### src/rtl/cpu_controller.sv
// Multicycle control unit for CPUdatapath: a Moore FSM that sequences fetch,
// PC increment, decode, operand-word fetch and execute, and owns the
// memrd/memwr handshake toward memory.
//
// Memory handshake: in a wait state (F1, O1, L1, S2) the strobe stays high
// until mready is seen high. The transfer completes in the cycle mready=1.
// Any load enable tied to that transfer is asserted only in that cycle.
// mready is ignored in every other state.
module cpu_controller (
  input  logic        clk,
  input  logic        rst,
  input  logic [15:0] IRout,
  input  logic        Sout,
  input  logic        Vout,
  input  logic        Zout,
  input  logic        Cout,
  input  logic        mready,
  output logic        ldbuf,
  output logic        ldflags,
  output logic        ldPC,
  output logic        ld2,
  output logic        ldtemp,
  output logic        ldMAR,
  output logic        ldMDR,
  output logic        ldIR,
  output logic        TPC,
  output logic        Tr2,
  output logic        Ttemp,
  output logic        TMAR,
  output logic        TMDR2X,
  output logic        TMDR,
  output logic        add,
  output logic        transx,
  output logic        rdR,
  output logic        wR,
  output logic        rMDRi,
  output logic        rMDRX,
  output logic [1:0]  sel1,
  output logic        memrd,
  output logic        memwr,
  output logic        halted,
  output logic        illegal,
  output logic [4:0]  state_dbg
);

  typedef enum logic [4:0] {
    S_IDLE, S_F0, S_F1, S_P0, S_P1, S_D,
    S_O0, S_O1, S_O2, S_O3,
    S_A0, S_A1, S_A2,
    S_X, S_L0, S_L1, S_L2,
    S_S0, S_S1, S_S2,
    S_J0, S_HALT
  } state_t;

  localparam logic [3:0] OP_NOP = 4'h0;
  localparam logic [3:0] OP_ADD = 4'h1;
  localparam logic [3:0] OP_SUB = 4'h2;
  localparam logic [3:0] OP_AND = 4'h3;
  localparam logic [3:0] OP_OR  = 4'h4;
  localparam logic [3:0] OP_LD  = 4'h5;
  localparam logic [3:0] OP_ST  = 4'h6;
  localparam logic [3:0] OP_MVI = 4'h7;
  localparam logic [3:0] OP_JMP = 4'h8;
  localparam logic [3:0] OP_JZ  = 4'h9;
  localparam logic [3:0] OP_JC  = 4'hA;
  localparam logic [3:0] OP_JS  = 4'hB;
  localparam logic [3:0] OP_JV  = 4'hC;
  localparam logic [3:0] OP_HLT = 4'hF;

  state_t     state, state_nxt;
  logic [3:0] op;
  logic       cond_taken;
  logic       unused_ir_bits;

  assign op             = IRout[15:12];
  assign unused_ir_bits = ^IRout[11:0];
  assign state_dbg      = state;

  // Flag selected by the conditional-jump opcode.
  always_comb begin
    cond_taken = 1'b0;
    case (op)
      OP_JZ:   cond_taken = Zout;
      OP_JC:   cond_taken = Cout;
      OP_JS:   cond_taken = Sout;
      OP_JV:   cond_taken = Vout;
      default: cond_taken = 1'b0;
    endcase
  end

  // State register; reset aborts any access in progress.
  always_ff @(posedge clk or negedge rst) begin
    if (!rst) state <= S_IDLE;
    else      state <= state_nxt;
  end

  // Next-state logic.
  always_comb begin
    state_nxt = state;
    case (state)
      S_IDLE: state_nxt = S_F0;
      S_F0:   state_nxt = S_F1;
      S_F1:   if (mready) state_nxt = S_P0;
      S_P0:   state_nxt = S_P1;
      S_P1:   state_nxt = S_D;
      S_D: begin
        case (op)
          OP_ADD, OP_SUB, OP_AND, OP_OR:        state_nxt = S_A0;
          OP_LD, OP_ST, OP_MVI, OP_JMP,
          OP_JZ, OP_JC, OP_JS, OP_JV:           state_nxt = S_O0;
          OP_HLT:                               state_nxt = S_HALT;
          default:                              state_nxt = S_F0;
        endcase
      end
      S_O0:   state_nxt = S_O1;
      S_O1:   if (mready) state_nxt = S_O2;
      S_O2:   state_nxt = S_O3;
      S_O3: begin
        case (op)
          OP_MVI:                     state_nxt = S_X;
          OP_LD:                      state_nxt = S_L0;
          OP_ST:                      state_nxt = S_S0;
          OP_JMP:                     state_nxt = S_J0;
          OP_JZ, OP_JC, OP_JS, OP_JV: state_nxt = cond_taken ? S_J0 : S_F0;
          default:                    state_nxt = S_F0;
        endcase
      end
      S_A0:   state_nxt = S_A1;
      S_A1:   state_nxt = S_A2;
      S_A2:   state_nxt = S_F0;
      S_X:    state_nxt = S_F0;
      S_L0:   state_nxt = S_L1;
      S_L1:   if (mready) state_nxt = S_L2;
      S_L2:   state_nxt = S_F0;
      S_S0:   state_nxt = S_S1;
      S_S1:   state_nxt = S_S2;
      S_S2:   if (mready) state_nxt = S_F0;
      S_J0:   state_nxt = S_F0;
      S_HALT: state_nxt = S_HALT;
      default: state_nxt = S_IDLE;
    endcase
  end

  // Moore outputs decoded from the state (wait-state loads gated by mready).
  always_comb begin
    ldbuf = 1'b0; ldflags = 1'b0; ldPC = 1'b0; ld2 = 1'b0;
    ldtemp = 1'b0; ldMAR = 1'b0; ldMDR = 1'b0; ldIR = 1'b0;
    TPC = 1'b0; Tr2 = 1'b0; Ttemp = 1'b0; TMAR = 1'b0;
    TMDR2X = 1'b0; TMDR = 1'b0;
    add = 1'b0; transx = 1'b0; rdR = 1'b0; wR = 1'b0;
    rMDRi = 1'b0; rMDRX = 1'b0;
    sel1 = 2'b00;
    memrd = 1'b0; memwr = 1'b0; halted = 1'b0; illegal = 1'b0;
    case (state)
      S_F0, S_O0: begin
        TPC = 1'b1; transx = 1'b1; ldMAR = 1'b1;
      end
      S_F1: begin
        TMAR = 1'b1; memrd = 1'b1; ldIR = mready;
      end
      S_P0, S_O2: begin
        TPC = 1'b1; ld2 = 1'b1; ldbuf = 1'b1;
      end
      S_P1, S_O3: begin
        Tr2 = 1'b1; add = 1'b1; ldPC = 1'b1;
      end
      S_D: begin
        illegal = (op == 4'hD) || (op == 4'hE);
      end
      S_O1, S_L1: begin
        TMAR = 1'b1; memrd = 1'b1; ldMDR = mready; rMDRX = mready;
      end
      S_A0: begin
        rdR = 1'b1; ld2 = 1'b1;
      end
      S_A1: begin
        Tr2 = 1'b1; add = 1'b1; ldflags = 1'b1; ldtemp = 1'b1;
        case (op)
          OP_SUB:  sel1 = 2'b01;
          OP_AND:  sel1 = 2'b10;
          OP_OR:   sel1 = 2'b11;
          default: sel1 = 2'b00;
        endcase
      end
      S_A2: begin
        Ttemp = 1'b1; transx = 1'b1; wR = 1'b1;
      end
      S_X, S_L2: begin
        TMDR2X = 1'b1; transx = 1'b1; wR = 1'b1;
      end
      S_L0, S_S0: begin
        TMDR2X = 1'b1; transx = 1'b1; ldMAR = 1'b1;
      end
      S_S1: begin
        rdR = 1'b1; ldMDR = 1'b1; rMDRi = 1'b1;
      end
      S_S2: begin
        TMAR = 1'b1; TMDR = 1'b1; memwr = 1'b1;
      end
      S_J0: begin
        TMDR2X = 1'b1; transx = 1'b1; ldPC = 1'b1;
      end
      S_HALT: begin
        halted = 1'b1;
      end
      default: ;
    endcase
  end

endmodule
### config.mk
export PLATFORM = sky130hd
export DESIGN_NAME = cpu_controller
export DESIGN_NICKNAME = d
export VERILOG_FILES = /design/src/rtl/cpu_controller.sv
export SDC_FILE = /design/constraint.sdc
export NUM_CORES = 1
export LEC_CHECK = 0
export ABC_AREA = 1
export BUFFER_PORTS_ARGS = -buffer_cell sky130_fd_sc_hd__buf_2
export CORE_UTILIZATION = 40
export DETAILED_ROUTE_END_ITERATION = 8
export MAX_ROUTING_LAYER = met4
export PLACE_DENSITY_LB_ADDON = 0.08
export SYNTH_ARGS = -nofsm -noshare
export SYNTH_HDL_FRONTEND = slang
export SYNTH_SLANG_ARGS = --single-unit
### constraint.sdc
create_clock -name clk -period 1.3 [get_ports clk]
set_input_delay 0.195 -clock clk [delete_from_list [all_inputs] [get_ports clk]]
set_output_delay 0.195 -clock clk [all_outputs]
set_load 0.02 [all_outputs]
== Word-level counts from Yosys, hierarchy flattened ==
Memory sizes are Yosys's and may differ from the RTL's.
Cells that the tools add are included.
Word-level totals
  memories: 1
  register bits: 5
  ROM bits: 80
  input bits: 23
Operators by class
  reductions and logical operators: 18
  equal/unequal tests: 38
  muxes and demuxes: 31
Memories
  (no name shown): words 16, width 5, read ports 1, clocked after memory_dff 0, write ports 0, RTL line 107  | case (op)
Operator list (number)
  one-hot mux 5 bit (18 select lines): 1
  == test 5 x 4 -> 1 bit (second input constant): 8
  == test 5 bit (second input constant): 6
  == test 4 bit (second input constant): 7
  2-to-1 mux 5 bit: 5
  one-hot mux 5 bit (5 select lines): 1
  == test 5 x 3 -> 1 bit (second input constant): 4
  2-to-1 mux 1 bit: 20
  == test 4 x 3 -> 1 bit (second input constant): 4
  OR reduction 4 bit: 4
  OR reduction 3 bit: 5
  == test 5 x 2 -> 1 bit (second input constant): 2
  OR reduction 5 bit: 2
  == test 4 x 2 -> 1 bit (second input constant): 2
  inequality test 2 bit (second input constant): 4
  OR reduction 8 bit: 1
  one-hot mux 2 bit (3 select lines): 1
  OR reduction 2 bit: 3
  == test 5 x 1 -> 1 bit (second input constant): 1
  logical NOT 5 bit: 1
  one-hot mux 1 bit (4 select lines): 1
  AND reduction 4 bit: 1
  2-to-1 mux 2 bit: 1
  one-hot mux 1 bit (2 select lines): 1
  logical OR 1 bit: 1

== Logic depth before layout (Yosys ltp) ==
  word-level depth: 5
  gate-level depth with buffers: 12
  depth with buffers taken out: 12

== Worst setup path before layout ==
No wires, ideal clock.
  path kind: register to output
  start point: register state[3] (netlist: state_dbg[3])
  end point: output wR
  path buffers: 0
  arrival: 1733 ps
  data required time: 1105 ps
  cell stages (with the launch flop): 4
  path slack: -628 ps
  cell sequence: dfrtp_1 > nor2_1 > inv_1 > o311ai_0
On the way
  longest elaborated chain between the ends: 3
Ends and longest elaborated chain
  start: declaration: RTL line 70  | state_t state, state_nxt;
  start signal: assignment: RTL line 94  | else state <= state_nxt;
  == test 5 bit or == test 5 x 4 -> 1 bit (tied branches): RTL line 154  | case (state)
  OR reduction 3 bit (no line) *
  2-to-1 mux 1 bit *: RTL line 154
  end: declaration: RTL line 35  | output logic wR,
Every way passes the cells marked *; elsewhere a longest branch is shown, timed or not.

== Worst setup path in the final report ==
  start point: register state[1] (netlist: state_dbg[1])
  end point: output transx
On the way
  longest elaborated chain between the ends: 3
Ends and longest elaborated chain
  == test 5 bit (tied with other cells): RTL line 154
  OR reduction 8 bit (no line) *
  2-to-1 mux 1 bit *: RTL line 154
  end: declaration: RTL line 33  | output logic transx,
Marked as above.

==> out/metrics.cfg <==
[place]
place_ws_ps=-243.5
place_hpwl_um=3031
postPlaceCellArea_um2=1644
place.gp.congestion=0.9582
portBuffers=41

[global_routing]
grt_pass1_wl_um=6844
grt_max_degree=9
grt_pass1_vias=1529
grt_use_total=0.3570
antenna_found_initial=0
grt_remaining_overflow=0

[synth]
synth_seq_cells=5
synth_nets=212
yosysTopAreaCell=nand2_1
ys_warn_count=0
synth.area.top_cells=nand2_1 23%, dfrtp_1 13%, inv_1 11%
synth_top_area_share=0.2316
netlist_area_um2=988.4
ys_seq_area_frac=0.1266
yosysUniqueCellTypes=24
avgSynthCellArea_um2=5.372
syn_inst=184

[floorplan]
initial_core_util=0.4343
die_h_um=51.71
coreArea_um2=2276
core.rowCount=17
boundaryPins=54
die_w_um=51.71
die_area_um2=2674

[setup_path]
worstPathCellList=nor2_4 > nand3_1 > and2_4 > nand4_1 > buf_6
crit_arrival_ps=1640
path_class=register to output port
critPathSlowestCell=dfrtp_2
end_kind=output port
cp-start-kind=register
critPathTopFamily=simple AND/OR/NAND/NOR gates
crit_fanout=6
slowest_delay_ps=480
cp.buffers_inverters=1
required_ps=1110

[sta]
worst_slack_ps=-533.2
min_period_over_period=1.410
setup_tns_ps=-12500
clock.fmax_ghz=0.5455
slew_headroom=0.7122
finClkSkew_ps=9.342
slew_violations=0
finalHoldViolations=0
grt_setup_unrepaired=true
tightest_slew_ps=427.2
setup_viol=31
finalCriticalPeriod_ps=1833

[cts]
ctsRootBufferMaster=clkbuf_4
htree_num_levels=1
clk_pin_slew_ps=60
clock_sinks=5
cts_tree=yes
numCtsBuffers=3
cts.path.max_buffers=2
clk-insertion-delay-late_ps=260

[power_and_ir_drop]
p_leak_nw=1.164
p_total_mw=4.425
ir_drop_uv=1799
p_per_area_nw_per_um2=2106

[final_layout]
antenna_cells=0
nFillCells=91
final_cell_mix=50 x buf_4, 41 x nand2_1, 25 x buf_6, 18 x buf_2, 17 x inv_1
final_cell_area_um2=2101
layout.core_utilization=0.9230
largest_reg_flops=5
syn2layout_area_growth_pct=112.5
nets=309
drive_gt1_frac=0.6143
mostFrequentLayoutCell=buf_4

[detailed_routing]
vias=1779
final_antenna_net_count=0
wirelength_um=5605
routed_via_density=5.776
wl_per_cell_um=18.20
detail_route.first_pass.iterations=5
dr.first_iter.drc_count=122
drc=0

[hold_path]
min_path_type=input pin to asynchronous set/reset pin

[flow_run]
drv_cap=0

[run_status]
violations=setup timing
status=finished, violations left

==> cell type report <==
type	instances	area [um2]	area share
Tap cell	28	35.03	0.01668
Clock buffer	4	26.28	0.01251
Timing Repair Buffer	96	797.0	0.3794
Inverter	34	137.6	0.06552
Multi-Input combinational cell	141	973.4	0.4634
Sequential cell	5	131.4	0.06254
==> kinds of logic after synthesis <==
group / synth area share
AO/OA/AOI/OAI: 0.1203
flip-flops: 0.1266
adder cells (fa/ha/maj): 0.06329
buffers and inverters: 0.1570
AND/OR/NAND/NOR: 0.5329
==> worst paths after layout <==
path / from / to / slack (ps) / cells after the start
setup / recovery: state_dbg[1] / transx / -530 / 5
max in group asynchronous: rst / state_dbg[4] / 820 / 2
hold / removal: rst / state_dbg[1] / 310 / 2
min in group clk: mready / state_dbg[4] / 420 / 4
setup reg to reg: state_dbg[3] / state_dbg[4] / -390 / 10
hold reg to reg: state_dbg[2] / state_dbg[2] / 750 / 3
==> through the flow <==
stage / instances / hold WS, ps
after global placement: 286 / 10.60
after detailed placement: 286 / 15.27
after global routing: 308 / 325.1
after CTS: 303 / 280.7
after floorplan: 184 / -100.6
final: 308 / 310.0
==> routing by layer <==
metal | track usage | wire length, um | vias up
li1 | - | - | 767
met1 | 0.4053 | 1978 | 802
met2 | 0.6169 | 2694 | 160
met3 | 0.05848 | 562 | 50
met4 | 0.1532 | 370 | 0
met5 | - | 0 | -
==> timing repair <==
action | in CTS | in global routing
hold endpoints to repair | 5 | 0
resized for setup | 47 | 41
buffers inserted | 12 | 5
hold buffers | 1 | 0
endpoints found under the setup margin | 31 | 31
pin swaps | 13 | 22
==> cells in the mapped netlist <==
master and count:
o21ai_1 1, nand2_1 61, inv_1 30, nand2_4 2, inv_2 4, o21ai_0 9
buf_2 1, nor2_1 17, buf_4 3, and2_1 1, o311ai_0 1, o21a_1 1
nand4_1 4, o22ai_1 1, nor2_2 5, nand3_2 1, o21ai_4 1, a21oi_1 6
nor2_4 2, nor4_1 1, dfrtp_1 5, ha_1 5, nand3_1 20, nor3_1 2
==> power by group <==
part           internal [mW]  switching [mW]  leakage [nW]  total [mW]
Combinational           1.71            2.12          1.09        3.83
Sequential             0.236           0.157        0.0572       0.393
Clock                  0.117          0.0814        0.0150       0.199
Total                   2.07            2.36          1.16        4.42
Power figures use the tool's default switching activity.
